`src/rtl/div_unit.sv`:
```
// div_unit: radix-2 restoring 32-bit divider for DIV/DIVU, one quotient bit per cycle.
// Latency: 34 cycles from the start edge to ready_o (2 for divide-by-zero with DIV_BYZERO_FAST_EN).
// Backpressure: the result is held with ready_o=1 until start_i drops. A new start is taken only in FREE.
//
// Ports:
//   clk, rst (async, active-low)
//   signed_div_i  1 = signed DIV, 0 = DIVU
//   opdata1_i     dividend
//   opdata2_i     divisor
//   start_i       request, held high by the execute stage until the result is consumed
//   annul_i       flush of an in-flight division
//   result_o      {remainder, quotient}
//   ready_o       result valid
//
// Optional feature macro: DIV_BYZERO_FAST_EN. When it is defined, a zero divisor takes a
// short path and returns all zeros. When it is undefined, a zero divisor runs all 32 steps.
module div_unit (
  input  logic        clk,
  input  logic        rst,
  input  logic        signed_div_i,
  input  logic [31:0] opdata1_i,
  input  logic [31:0] opdata2_i,
  input  logic        start_i,
  input  logic        annul_i,
  output logic [63:0] result_o,
  output logic        ready_o
);

  typedef enum logic [1:0] {
    FREE   = 2'd0,
    BYZERO = 2'd1,
    ON     = 2'd2,
    END    = 2'd3
  } state_t;

  state_t      state;
  logic [5:0]  cnt;
  logic [31:0] rem;
  logic [31:0] quo;
  logic [31:0] divisor;
  logic        qneg;
  logic        rneg;

  logic [31:0] dividend_abs;
  logic [31:0] divisor_abs;
  logic [32:0] trial;
  logic [31:0] quo_fix;
  logic [31:0] rem_fix;

  always_comb begin
    dividend_abs = (signed_div_i && opdata1_i[31]) ? (32'd0 - opdata1_i) : opdata1_i;
    divisor_abs  = (signed_div_i && opdata2_i[31]) ? (32'd0 - opdata2_i) : opdata2_i;
    // Shift one dividend bit into the partial remainder and try the subtraction.
    // Bit 32 of the result is the borrow; it is set when the divisor does not fit.
    trial        = {1'b0, rem[30:0], quo[31]} - {1'b0, divisor};
    quo_fix      = qneg ? (32'd0 - quo) : quo;
    rem_fix      = rneg ? (32'd0 - rem) : rem;
  end

  always_ff @(posedge clk or negedge rst) begin
    if (!rst) begin
      state    <= FREE;
      cnt      <= 6'd0;
      rem      <= 32'd0;
      quo      <= 32'd0;
      divisor  <= 32'd0;
      qneg     <= 1'b0;
      rneg     <= 1'b0;
      result_o <= 64'd0;
      ready_o  <= 1'b0;
    end else begin
      case (state)
        FREE: begin
          ready_o  <= 1'b0;
          result_o <= 64'd0;
          if (start_i && !annul_i) begin
            cnt     <= 6'd0;
            rem     <= 32'd0;
            quo     <= dividend_abs;
            divisor <= divisor_abs;
            qneg    <= signed_div_i & (opdata1_i[31] ^ opdata2_i[31]);
            rneg    <= signed_div_i & opdata1_i[31];
            state   <= ON;
`ifdef DIV_BYZERO_FAST_EN
            if (opdata2_i == 32'd0) state <= BYZERO;
`endif
          end
        end

`ifdef DIV_BYZERO_FAST_EN
        BYZERO: begin
          result_o <= 64'd0;
          ready_o  <= 1'b1;
          state    <= END;
        end
`endif

        ON: begin
          if (annul_i) begin
            // A flush abandons the division. Nothing is reported.
            state <= FREE;
          end else if (cnt != 6'd32) begin
            if (!trial[32]) begin
              rem <= trial[31:0];
              quo <= {quo[30:0], 1'b1};
            end else begin
              rem <= {rem[30:0], quo[31]};
              quo <= {quo[30:0], 1'b0};
            end
            cnt <= cnt + 6'd1;
          end else begin
            result_o <= {rem_fix, quo_fix};
            ready_o  <= 1'b1;
            state    <= END;
          end
        end

        END: begin
          // The result stays held while the execute stage keeps start_i high.
          if (!start_i) begin
            ready_o  <= 1'b0;
            result_o <= 64'd0;
            state    <= FREE;
          end
        end

        default: begin
          ready_o  <= 1'b0;
          result_o <= 64'd0;
          state    <= FREE;
        end
      endcase
    end
  end

endmodule

```
`config.mk`:
```
export PLATFORM = sky130hd
export DESIGN_NAME = div_unit
export DESIGN_NICKNAME = d
export VERILOG_FILES = /design/src/rtl/div_unit.sv
export SDC_FILE = /design/constraint.sdc
export NUM_CORES = 1
export LEC_CHECK = 0
export ABC_AREA = 1
export BUFFER_PORTS_ARGS = -buffer_cell sky130_fd_sc_hd__buf_2
export CORE_MARGIN = 4
export CORE_UTILIZATION = 65
export CTS_BUF_LIST = sky130_fd_sc_hd__clkbuf_16
export CTS_CLUSTER_DIAMETER = 40
export CTS_CLUSTER_SIZE = 14
export DETAILED_ROUTE_END_ITERATION = 7
export PLACE_DENSITY = 0.91
export SLEW_MARGIN = 10
export SYNTH_ARGS = -nofsm -noshare
export SYNTH_HDL_FRONTEND = slang
export SYNTH_SLANG_ARGS = --single-unit
```
`constraint.sdc`:
```
create_clock -name clk -period 3.2 [get_ports clk]
set_input_delay 0.8 -clock clk [delete_from_list [all_inputs] [get_ports clk]]
set_output_delay 0.8 -clock clk [all_outputs]
set_load 0.05 [all_outputs]
```
==> metrics.md <==
| Metric | Value |
|---|---|
| Via count of the first global-routing pass | `13219` |
| Share of the yosys chip area belonging to registers | `32.68%` |
| Vias | `14604` |
| Worst path cell trace | `inv_1 > ha_1 > nand4_1 > nor2_1 > nand2_1 > o21ai_0 > nand2_1 > nand2_1 > nand2_1 > o21ai_0` |
| CP most frequent cell | `nand2_1` |
| Iter 0 DRT Violations | `1629` |
| Fmax | `0.3623 GHz` |
| Fin Clk Skew | `0.01636 ns` |
| Measured slew at the worst slew-check pin | `1.140 ns` |
| CTS tree | `yes` |
| Final WL | `43180 um` |
| Outcome | `completed` |
| GRT overflow | `0` |
| Ports | `134` |
| Top FF cell, synth | `dfrtp_1` |
| Unique masters post-synth | `39` |
| Largest stage delay, worst path | `0.65 ns` |
| Crit-path leading delay family | `simple AND/OR/NAND/NOR gates` |
| Final TNS setup | `0 ns` |
| Final worst path period need | `2.760 ns` |
| EDFF count, synth | `0` |
| CTS H-tree lvls | `4` |
| Synthesis-to-finish area growth | `12.15%` |
| Core footprint | `19650 um2` |
| Crit path DAT | `3.10 ns` |
| Final routed DRC violation total | `0` |
| Cts repair resizes | `0` |
| Req. time, crit path | `3.54 ns` |
| Worst path bufs/invs | `1` |
| Cell row count | `51` |
| Initial Util | `66.62%` |
| Largest net degree at the start of global routing | `66` |
| Fraction of layout cells with a size suffix above 1 | `9.631%` |
| Placed cell areas | `14060 um2` |
| Post-DP HPWL | `33260 um` |
| Peak VDD IR | `789.0 uV` |
| Synth Register Bits | `171` |
| Clk pin slew, worst setup/hold paths | `0.08 ns` |
| Max-slew headroom | `23.99%` |
| Crit path kind | `reg2reg` |
| GP Congestion | `1.025` |
| Fin nets | `2318` |
| Reg2reg setup slack | `0.44 ns` |
| Final ANT Viol Nets | `0` |
| Clk sink count | `171` |
| Horiz. Die Dim | `149.9 um` |
| Cell area after synthesis | `13090 um2` |
| RSZ-0062 raised after global routing | `no` |
| CTS Buf Count | `17` |
| Slowest stage cell on the critical path | `o21ai_0` |
| Root buf cell | `clkbuf_16` |
| Power consumption | `17590 uW` |
| Min-delay worst type | `in2async` |
| Worst-path fanout max | `6` |
| R2r worst-path depth | `10` |
| Final instance area | `14690 um2` |
| Die area | `22480 um2` |
| RR Startpoint | `quo[0]` |
| # fillers | `1637` |
| First-pass GRT wire length | `67540 um` |
| Syn avg cell area | `6.250 um2` |
| Die H | `149.9 um` |
| 1st-pass router iterations | `6` |
| Hold bufs inserted after CTS | `0` |
| Initial antenna violation count | `0` |
| Yosys Warn Count | `0` |
| Synth Instances | `2095` |
| Via/cell ratio | `5.872` |
| Final hold vios | `0` |
| Power per cell area | `1198 nW/um2` |
| Max-slew violations | `0` |
| Postcts setup bufs | `0` |
| Critical Path Start Type | `flip-flop` |
| Mapped Nets | `2204` |
| Number of I/O port buffers | `133` |
| CTS Buffer Depth | `2` |
| Crit end category | `flip-flop` |
| Fin crit share | `86.26%` |
| Global Route Usage Sum | `37.99%` |
| Clk_lat worst skew | `0.44 ns` |
| Setup Viol. Count Final | `0` |
| Max cap viols | `0` |
| DR WL/cell | `17.36 um` |
| Pleak | `0.008034 uW` |
| Worst r2r dst | `result_o[22]` |
| Antenna fix cells | `0` |
| Post-synth ARST share | `100.0%` |
==> cells in the mapped netlist (5+ instances only) <==
| cell | count | area share, % |
|---|---|---|
| nor2_1 | 189 | 5.4 |
| xor2_1 | 31 | 2.1 |
| buf_1 | 8 | 0.23 |
| o211ai_1 | 8 | 0.46 |
| a22o_1 | 8 | 0.54 |
| ha_1 | 39 | 3.7 |
| buf_2 | 19 | 0.73 |
| xnor2_1 | 17 | 1.1 |
| dfrtp_1 | 171 | 33 |
| nand4_1 | 36 | 1.7 |
| clkbuf_1 | 30 | 0.86 |
| nand2_1 | 673 | 19 |
| o21ai_1 | 6 | 0.23 |
| or2_2 | 9 | 0.43 |
| nor3_1 | 20 | 0.76 |
| inv_2 | 5 | 0.14 |
| o21ai_0 | 169 | 6.5 |
| o31ai_1 | 7 | 0.40 |
| a21oi_1 | 90 | 3.4 |
| nand3_1 | 213 | 8.1 |
| inv_1 | 311 | 8.9 |
==> stage by stage <==
stage / hold slack, ns / utilization [%] / setup slack, ns / instances
6_report: 0.3152 / 74.72 / 0.4398 / 2487
5_1_grt: 0.3487 / 74.72 / 0.2796 / 2487
4_1_cts: 0.3262 / 74.72 / 0.5554 / 2487
3_5_place_dp: 0.4616 / 71.54 / 0.4042 / 2455
3_3_place_gp: 0.4487 / 71.54 / 0.4703 / 2455
2_1_floorplan: 0.4350 / - / 0.9909 / 2095
==> cell families after synthesis <==
| kind of cell | synth area share, % |
|---|---|
| DFF | 32.68 |
| AOI/OAI and AO/OA | 12.26 |
| and+or+nand+nor | 36.81 |
| xor gates and xnor gates | 3.211 |
| adders and majority gates | 3.880 |
| buffers and inverters | 11.16 |
==> registers in the layout, indices dropped and copies added, names as in the netlist <==
register / flops
quo: 32
state: 2
divisor: 32
cnt: 6
rem: 32
rneg: 1
qneg: 1
result_o: 64
ready_o: 1
==> where the power goes <==
group	internal, uW	total, uW	switching, uW
combinational	3290	11400	8100
sequential	3100	3990	888
clock	1200	2200	1000
total	7590	17600	10000
==> layout by cell type, fill, tap and decap left out, types with 2 or more instances in the layout <==
cell	n
o31ai_1	7
o21ai_1	6
inv_2	6
nor2_1	189
xnor2_1	17
and2_1	4
inv_8	3
o21bai_1	2
a22o_1	8
buf_4	18
bufinv_16	2
a31oi_1	4
xor2_1	31
nor3_1	19
clkinv_8	2
o221ai_1	3
nor3_2	2
nand4_1	36
inv_1	310
nand2_2	3
buf_2	132
ha_1	39
a21oi_1	90
o211ai_1	8
nand2_1	673
nand3_1	213
dfrtp_1	171
nand3b_1	4
o21ai_0	169
or2_2	9
nor2_4	2
inv_6	3
clkbuf_16	17
clkinvlp_4	3
buf_12	4
==> worst max path at each step <==
stage / from / end / cells past startpoint
detailed placement: signed_div_i / quo[30] / 11
global route: quo[0] / result_o[22] / 10
global placement: signed_div_i / quo[28] / 11
CTS: quo[0] / result_o[22] / 10
finish: quo[0] / result_o[22] / 10
floorplan: quo[31] / rem[2] / 16
==> per-layer routing <==
metal	part of all wire [%]	track usage, %	wire (um)	up-vias
li1	-	-	-	6902
met1	41	53.37	17510	6607
met2	43	56.88	18490	955
met3	13	10.66	5722	140
met4	3.4	12.44	1457	0
met5	0	0	0	-
==> final cells by class <==
cell class	instances	area (um2)	share of cell area [%]
multi-input combinational	1547	7372	50.20
sequential	171	4279	29.14
inverter	317	1190	8.103
timing repair buffer	155	887.1	6.041
clock buffer	17	425.4	2.897
tap	265	331.6	2.258
clock inverter	15	200.2	1.363
No activity file was read; power rests on OpenSTA's default activity.
